==> src/rtl/cpu_ctrl_pkg.sv <==
// Shared definitions for the load/store control sequencer.
//   state_e      : FSM states IDLE, T0..T7, DONE
//   OPC_*        : opcode encodings taken from IR[31:27]
//   ALU_ADD      : ALUControl code for add
//   MEM_TIMEOUT  : default bound on MemReady wait cycles per access
package cpu_ctrl_pkg;

  typedef enum logic [3:0] {
    IDLE, T0, T1, T2, T3, T4, T5, T6, T7, DONE
  } state_e;

  localparam logic [4:0] OPC_LD  = 5'b00000;
  localparam logic [4:0] OPC_LDI = 5'b00001;
  localparam logic [4:0] OPC_ST  = 5'b00010;
  localparam logic [4:0] ALU_ADD = 5'b00011;

  localparam int MEM_TIMEOUT = 15;

endpackage

==> src/rtl/ldst_control_sequencer_mem_wait_timer.sv <==
// mem_wait_timer: clearable wait-cycle counter for one memory access.
//   i_clk, i_rst_n : clock, asynchronous active-low reset
//   i_clr          : hold the counter at zero (asserted outside wait states)
//   i_inc          : count one wait cycle (in a wait state with MemReady low)
//   o_tc           : this wait cycle is the MEM_TIMEOUT-th one; the access
//                    times out on the coming edge
module mem_wait_timer #(
  parameter int MEM_TIMEOUT = 15
) (
  input  logic i_clk,
  input  logic i_rst_n,
  input  logic i_clr,
  input  logic i_inc,
  output logic o_tc
);

  localparam int CW = (MEM_TIMEOUT < 2) ? 1 : $clog2(MEM_TIMEOUT + 1);

  logic [CW-1:0] r_cnt;

  always_ff @(posedge i_clk or negedge i_rst_n) begin
    if (!i_rst_n)   r_cnt <= '0;
    else if (i_clr) r_cnt <= '0;
    else if (i_inc) r_cnt <= r_cnt + 1'b1;
  end

  // Flag fires while the count still reads MEM_TIMEOUT-1, so the FSM can
  // leave the wait state on the same edge that the count would reach the limit.
  assign o_tc = i_inc && (r_cnt == CW'(MEM_TIMEOUT - 1));

endmodule

==> src/rtl/ldst_control_sequencer.sv <==
// ldst_control_sequencer: Moore FSM sequencing ld / ldi / st through T0..T7.
//   Clock, GlobalReset     : clock, asynchronous active-low reset
//   Start                  : begin an instruction (accepted in IDLE or DONE)
//   IR                     : instruction register from the datapath
//   MemReady               : memory completes the current access this cycle
//   PCout..write           : datapath strobes
//   ALUControl             : ALU op select (ALU_ADD in T4 only)
//   Busy, Done, Error      : status; Error is sticky until reset / accepted Start
module ldst_control_sequencer #(
  parameter int              OPC_W       = 5,
  parameter logic [OPC_W-1:0] OPC_LD     = OPC_W'(cpu_ctrl_pkg::OPC_LD),
  parameter logic [OPC_W-1:0] OPC_LDI    = OPC_W'(cpu_ctrl_pkg::OPC_LDI),
  parameter logic [OPC_W-1:0] OPC_ST     = OPC_W'(cpu_ctrl_pkg::OPC_ST),
  parameter logic [4:0]      ALU_ADD     = cpu_ctrl_pkg::ALU_ADD,
  parameter int              MEM_TIMEOUT = cpu_ctrl_pkg::MEM_TIMEOUT
) (
  input  logic        Clock,
  input  logic        GlobalReset,
  input  logic        Start,
  input  logic [31:0] IR,
  input  logic        MemReady,
  output logic        PCout,
  output logic        MARin,
  output logic        IncPC,
  output logic        Zin,
  output logic        Zloout,
  output logic        PCin,
  output logic        Read,
  output logic        MDRin,
  output logic        MDRout,
  output logic        IRin,
  output logic        Grb,
  output logic        BAout,
  output logic        Yin,
  output logic        Cout,
  output logic        Gra,
  output logic        Rin,
  output logic        Rout,
  output logic        write,
  output logic [4:0]  ALUControl,
  output logic        Busy,
  output logic        Done,
  output logic        Error
);

  import cpu_ctrl_pkg::*;

  state_e           r_state, w_next;
  logic             r_error;
  logic [OPC_W-1:0] w_opc;
  logic             w_is_ld, w_is_ldi, w_is_st, w_legal;
  logic             w_wait, w_tmo, w_start_acc;
  logic             w_unused_ir;

  assign w_opc       = IR[31 -: OPC_W];
  assign w_unused_ir = ^IR[31-OPC_W:0];
  assign w_is_ld     = (w_opc == OPC_LD);
  assign w_is_ldi    = (w_opc == OPC_LDI);
  assign w_is_st     = (w_opc == OPC_ST);
  assign w_legal     = w_is_ld | w_is_ldi | w_is_st;

  // Wait states: fetch read, ld operand read, st write.
  assign w_wait = (r_state == T1) ||
                  (r_state == T6 && w_is_ld) ||
                  (r_state == T7 && w_is_st);

  // Non-wait states separate every pair of wait states, so holding the
  // counter clear outside them gives a fresh count on each entry.
  mem_wait_timer #(.MEM_TIMEOUT(MEM_TIMEOUT)) u_timer (
    .i_clk   (Clock),
    .i_rst_n (GlobalReset),
    .i_clr   (!w_wait),
    .i_inc   (w_wait && !MemReady),
    .o_tc    (w_tmo)
  );

  assign w_start_acc = Start && (r_state == IDLE || r_state == DONE);

  // State register
  always_ff @(posedge Clock or negedge GlobalReset) begin
    if (!GlobalReset) r_state <= IDLE;
    else              r_state <= w_next;
  end

  // Next-state logic; MemReady wins over a timeout in the same cycle.
  always_comb begin
    w_next = r_state;
    case (r_state)
      IDLE: if (Start) w_next = T0;
      T0:   w_next = T1;
      T1:   w_next = MemReady ? T2 : (w_tmo ? IDLE : T1);
      T2:   w_next = T3;
      T3:   w_next = w_legal ? T4 : IDLE;
      T4:   w_next = T5;
      T5:   w_next = w_is_ldi ? DONE : T6;
      T6:   if (w_is_ld) w_next = MemReady ? T7 : (w_tmo ? IDLE : T6);
            else         w_next = T7;
      T7:   if (w_is_st) w_next = MemReady ? DONE : (w_tmo ? IDLE : T7);
            else         w_next = DONE;
      DONE: w_next = Start ? T0 : IDLE;
      default: w_next = IDLE;
    endcase
  end

  always_ff @(posedge Clock or negedge GlobalReset) begin
    if (!GlobalReset)                         r_error <= 1'b0;
    else if (w_start_acc)                     r_error <= 1'b0;
    else if ((r_state == T3 && !w_legal) || w_tmo) r_error <= 1'b1;
  end

  // Output decode from the registered state (IR only selects the ld/ldi/st
  // variant, and is stable from T3 on).
  always_comb begin
    PCout = 1'b0; MARin = 1'b0; IncPC = 1'b0; Zin   = 1'b0;
    Zloout = 1'b0; PCin = 1'b0; Read  = 1'b0; MDRin = 1'b0;
    MDRout = 1'b0; IRin = 1'b0; Grb   = 1'b0; BAout = 1'b0;
    Yin   = 1'b0; Cout  = 1'b0; Gra   = 1'b0; Rin   = 1'b0;
    Rout  = 1'b0; write = 1'b0; ALUControl = 5'b0;
    Busy  = (r_state != IDLE);
    Done  = (r_state == DONE);
    case (r_state)
      T0: begin PCout = 1'b1; MARin = 1'b1; IncPC = 1'b1; Zin = 1'b1; end
      T1: begin Zloout = 1'b1; PCin = 1'b1; Read = 1'b1; MDRin = 1'b1; end
      T2: begin MDRout = 1'b1; IRin = 1'b1; end
      // An illegal opcode is detected here; suppress strobes in that cycle.
      T3: if (w_legal) begin Grb = 1'b1; BAout = 1'b1; Yin = 1'b1; end
      T4: begin Cout = 1'b1; Zin = 1'b1; ALUControl = ALU_ADD; end
      T5: begin
        Zloout = 1'b1;
        if (w_is_ldi) begin Gra = 1'b1; Rin = 1'b1; end
        else          MARin = 1'b1;
      end
      T6: begin
        MDRin = 1'b1;
        if (w_is_st) begin Gra = 1'b1; Rout = 1'b1; end
        else         Read = 1'b1;
      end
      T7: begin
        if (w_is_st) write = 1'b1;
        else begin MDRout = 1'b1; Gra = 1'b1; Rin = 1'b1; end
      end
      default: ;
    endcase
  end

  assign Error = r_error;

endmodule

==> config.mk <==
export PLATFORM = sky130hd
export DESIGN_NAME = ldst_control_sequencer
export DESIGN_NICKNAME = d
export VERILOG_FILES = /design/src/rtl/cpu_ctrl_pkg.sv /design/src/rtl/ldst_control_sequencer_mem_wait_timer.sv /design/src/rtl/ldst_control_sequencer.sv
export SDC_FILE = /design/constraint.sdc
export NUM_CORES = 1
export LEC_CHECK = 0
export ABC_AREA = 0
export CAP_MARGIN = 10
export CORE_UTILIZATION = 39
export CTS_CLUSTER_DIAMETER = 80
export DETAILED_ROUTE_END_ITERATION = 8
export PLACE_DENSITY = 0.94
export SYNTH_ARGS = -nofsm -noshare
export SYNTH_HDL_FRONTEND = slang
export SYNTH_SLANG_ARGS = --single-unit
==> constraint.sdc <==
create_clock -name Clock -period 5.5 [get_ports Clock]
set_clock_uncertainty 0.05 [all_clocks]
set_input_delay 1.375 -clock Clock [delete_from_list [all_inputs] [get_ports Clock]]
set_output_delay 1.375 -clock Clock [all_outputs]
set_load 0.01 [all_outputs]
Word level (Yosys, flattened, before mapping)
Cells that the tools add are included.
W data, S select, Z words.
{"block": "totals", "ff_bits": 9, "inputBits": 36}
{"block": "classes", "n_reduce_logical": 19, "eq_ne": 14, "bitwise": 2, "n_mux": 38, "add_sub_neg": 1}
{"cell": "$pmux W4 S10", "n": 1}
{"cell": "$mux W4", "n": 9}
{"cell": "$mux W1", "n": 18}
{"cell": "$eq A4 B3 Y1 const B", "n": 4}
{"cell": "$eq A4 B4 Y1 const B", "n": 3}
{"cell": "$eq A4 B2 Y1 const B", "n": 2}
{"cell": "$pmux W1 S2", "n": 4}
{"cell": "$logic_and A1 B1 Y1", "n": 6}
{"cell": "$mux W2", "n": 3}
{"cell": "$mux W3", "n": 2}
{"cell": "$reduce_or A2 Y1", "n": 3}
{"cell": "$eq A5 B1 Y1 const B", "n": 1}
{"cell": "$eq A5 B2 Y1 const B", "n": 1}
{"cell": "$logic_not A5 Y1", "n": 1}
{"cell": "$add A4 B1 Y4 const B", "n": 1}
{"cell": "$eq A4 B1 Y1 const B", "n": 1}
{"cell": "$logic_not A4 Y1", "n": 1}
{"cell": "$logic_or A1 B1 Y1", "n": 4}
{"cell": "$reduce_bool A4 Y1", "n": 1}
{"cell": "$pmux W1 S3", "n": 1}
{"cell": "$logic_not A1 Y1", "n": 2}
{"cell": "$ne A2 B1 Y1 const B", "n": 1}
{"cell": "$ne A2 B2 Y1 const B", "n": 1}
{"cell": "$or A1 B1 Y1", "n": 2}
{"cell": "$reduce_bool A2 Y1", "n": 1}

Depth between registers and ports, before layout
{"block": "depth", "word_depth": 10, "ltp_mapped": 6, "ltp_nobuf": 5}

Hierarchy
A second synthesis with hierarchy kept.
{"block": "hier_totals", "cells_unflattened": 105, "area_unflattened_um2": 895.9}
{"mod": "ldst_control_sequencer", "cells_per_inst": 85, "seq_area_each_um2": 125.1, "n_inst": 1, "area_per_inst_um2": 673.1}
{"mod": "mem_wait_timer", "cells_per_inst": 20, "seq_area_each_um2": 100.1, "n_inst": 1, "area_per_inst_um2": 222.7}

Least setup slack after synthesis
Ideal clock, no wire load.
{"block": "synth_path", "path_type": "input port to output port", "from": "input port IR[30]", "to": "output port Gra", "stages": 4, "required_time_ns": 4.075, "path_buffers": 0, "slack_ns": 1.647, "t_arrival_ns": 2.428, "cell_sequence": "or4_4 o211ai_2 a21oi_2 or2_1"}
{"block": "synth_between", "elab_chain_len": 3, "elab_cells_between_ends": 6, "cone_classes": "eq/ne (2); mux (4)"}
{"item": "from (decl)", "line_no": "ldst_control_sequencer.sv:20", "source": "input logic [31:0] IR,"}
{"item": "$eq A5 B2 Y1 / $eq A5 B1 Y1 (equally long branches)", "line_no": "ldst_control_sequencer.sv:59, ldst_control_sequencer.sv:58"}
{"item": "$mux W1 (on tied branches)", "line_no": "ldst_control_sequencer.sv:139, ldst_control_sequencer.sv:130, ldst_control_sequencer.sv:135"}
{"item": "$pmux W1 S3 (*)", "line_no": "ldst_control_sequencer.sv:121", "source": "case (r_state)"}
{"item": "to (decl)", "line_no": "ldst_control_sequencer.sv:36", "source": "output logic Gra,"}
Mark *: on every way between the ends. The rest lies on a longest branch, timed or not.

Worst setup path in the final report
Ends and elaborated chain as after synthesis.

==> flow_summary.yaml <==
run_status:
  status: "completed"
grt:
  gr-usage-met3_pct: 2.976
  use_met2_pct: 29.82
  grt_pass1_wl_mm: 3.553
  use_met1_pct: 23.27
  busiest_layer: "met2"
  first_global_vias: 813
  track_usage_pct: 17.63
  overflow: 0
  antenna_found_initial: 0
  grt_start_max_net_pins: 20
clock_tree:
  clkLatencyLatePin_ns: 0.25
  h-tree-depth: 1
  cts_made_buffers: 3
  cts_root_buf: "clkbuf_4"
  post_cts_buffers: 0
  cts.hold.buffers_added: 0
  clock-sinks: 9
  cts_tree: "yes"
  cts_resized: 0
  clk_path_buf_depth: 2
  path_clk_slew_ns: 0.06
drt:
  route.detailed.drc: 0
  viasPerCell: 5.429
  vias: 874
  drt_pass1_iterations: 4
  drt_iter0_drc: 17
  wirelength_mm: 2.104
  avgRoutedWirePerCell_um: 13.07
  postRouteAntennaNets: 0
floorplanning:
  chipWidth_um: 51.15
  rows: 17
  start_util_pct: 41.79
  die_area_um2: 2616
  core_area_um2: 2255
  fp.dieH_um: 51.15
  io_pins: 62
cells_and_area:
  num-fill-cells: 217
  antenna_cells: 0
  postLayoutCoreUtil_pct: 54.11
  final_area_um2: 1220
  nets: 172
  drive_above_1_share_pct: 12.78
  area_delta_synth_final_pct: 29.48
  mostFrequentLayoutCell: "clkdlybuf4s50_1"
  layout_common_cells: "clkdlybuf4s50_1 (31), nor2_1 (14), dfrtp_1 (9)"
critical_path:
  worstSetupPathType: "input pin to output pin"
  worst_setup_path_start_kind: "input pin"
  r2r_end: "r_state[0]"
  worstPathArrival_ns: 3.46
  r2r_cells: 4
  timing.rr.start: "r_state[0]"
  reg2reg_slack_ns: 3.62
  cp-end-kind: "output pin"
  worstPathRequired_ns: 4.07
  path_max_fanout: 4
place:
  post-dp-hpwl_mm: 1.680
  post-place-ws_ns: 0.6113
  io_buffer_count: 31
  place_congestion: 0.8394
  dpl_cell_area_um2: 1192
synth:
  yosys_warnings: 0
  avgSynthCellArea_um2: 8.488
  yosys.area_share.adder_pct: 2.656
  muxShareOfSynthArea_pct: 2.390
  synth_simple_gate_area_share_pct: 33.60
  synth_cell_type_count: 46
  ys_seq_elements: 9
  netlist_area_um2: 942.2
  yosys_most_used_dff: "dfrtp_1"
  async_flop_share_pct: 100.0
  synth_xor_area_share_pct: 2.789
  synth_edf_count: 0
  synth_compound_area_share_pct: 20.58
  seq_area_frac_synth_pct: 23.90
  synth_top_family_by_area: "simple AND/OR/NAND/NOR gates"
  synth_cells: 111
sta:
  tightest_slew_ns: 0.6167
  slew-limit-headroom_pct: 58.50
  setup_viol: 0
  drv_slew: 0
  fmax_mhz: 204.7
  worst_slack_ns: 0.6160
  rsz0062_at_grt: "false"
  hold_viol: 0
  fin_tns_setup_ns: 0
  finalCritPeriodShare_pct: 88.80
  min_period_ns: 4.884
hold_path:
  min_path_type: "flop to flop"
  whs_path_depth: 2
  hold_end: "u_timer.r_cnt[2]"
  hold_start: "u_timer.r_cnt[2]"
job:
  drv_cap: 0
power:
  p_leak_nw: 0.4877
  irDropWorstVdd_mv: 0.2523
  p_per_area_nw_per_um2: 445.4
[sequential cells by signal, indices dropped and copies added (netlist names)]
| signal | count |
|---|---|
| Error | 1 |
| u_timer.r_cnt | 4 |
| r_state | 4 |
[cell usage after synthesis, types with 2 or more instances]
| cell type | instances | area share (%) |
|---|---|---|
| nor2_1 | 14 | 5.6 |
| nor2b_1 | 3 | 2.0 |
| dfrtp_1 | 9 | 24 |
| nor3_1 | 3 | 1.6 |
| nor4_1 | 5 | 3.3 |
| inv_1 | 7 | 2.8 |
| a31oi_1 | 3 | 2.0 |
| a21oi_2 | 3 | 2.8 |
| nand3_1 | 3 | 1.6 |
| o21ai_0 | 4 | 2.1 |
| nand2b_1 | 3 | 2.0 |
| nand2_1 | 5 | 2.0 |
| buf_4 | 9 | 7.2 |
| nor4_4 | 2 | 4.5 |
| clkbuf_1 | 3 | 1.2 |
| ha_1 | 2 | 2.7 |
| xor2_1 | 2 | 1.9 |
| o21a_1 | 2 | 1.6 |
| a21oi_1 | 2 | 1.1 |
[logic make-up (layout without fill, tap and decap cells)]
family | after synthesis | after routing
multiplexers | 1 | 1
AND/OR/NAND/NOR | 48 | 48
XOR/XNOR | 3 | 3
buffers and inverters | 22 | 42
other | 1 | 3
AO/OA/AOI/OAI | 25 | 25
adder cells (fa/ha/maj) | 2 | 2
flip-flops | 9 | 9
[power breakdown]
part	leakage [nW]	total, mW	internal (mW)	switching [mW]
clock	0.0177	0.0479	0.0267	0.0212
sequential	0.118	0.159	0.0869	0.0718
combinational	0.352	0.337	0.180	0.157
[final cells by class]
type                       count  area, µm²  area share (%)
timing repair buffer          31      310.3           25.44
multi-input combinational     82      595.6           48.82
clock inverter                 1      5.005          0.4103
inverter                       7      26.28           2.154
sequential                     9      225.2           18.46
tap                           28      35.03           2.872
clock buffer                   3      22.52           1.846
[worst max path at each step]
stage | slack [ns] | start | to | cells after the start
final | 0.62 | IR[30] | Gra | 6
after global routing | 0.50 | IR[27] | Yin | 4
after CTS | 0.61 | IR[27] | BAout | 4
after detailed placement | 0.61 | IR[30] | Gra | 6
after global placement | 0.65 | IR[30] | Gra | 6
after floorplan | 1.65 | IR[30] | Gra | 4
[stage by stage]
step                      std cells  power (mW)  hold slack, ns
after floorplan                 113      0.3637          0.4524
after global placement          157      0.4812          0.4758
after detailed placement        157      0.4948          0.4829
after CTS                       161      0.5467          0.4997
after global routing            161      0.5881          0.5191
final                           161      0.5433          0.4978
[layer usage]
layer / wire [µm] / up-vias
met1: 949 / 422
met2: 1098 / 15
met5: 0 / -
met3: 57 / 0
li1: - / 437
met4: 0 / 0
[worst max-delay path: stages]
cell	delay, ns
clkdlybuf4s50_1	0.51
or4_4	0.61
o211ai_2	0.17
a21oi_2	0.09
or2_1	0.23
clkdlybuf4s50_1	0.47
Note: power is estimated with default switching activity, not from simulation.
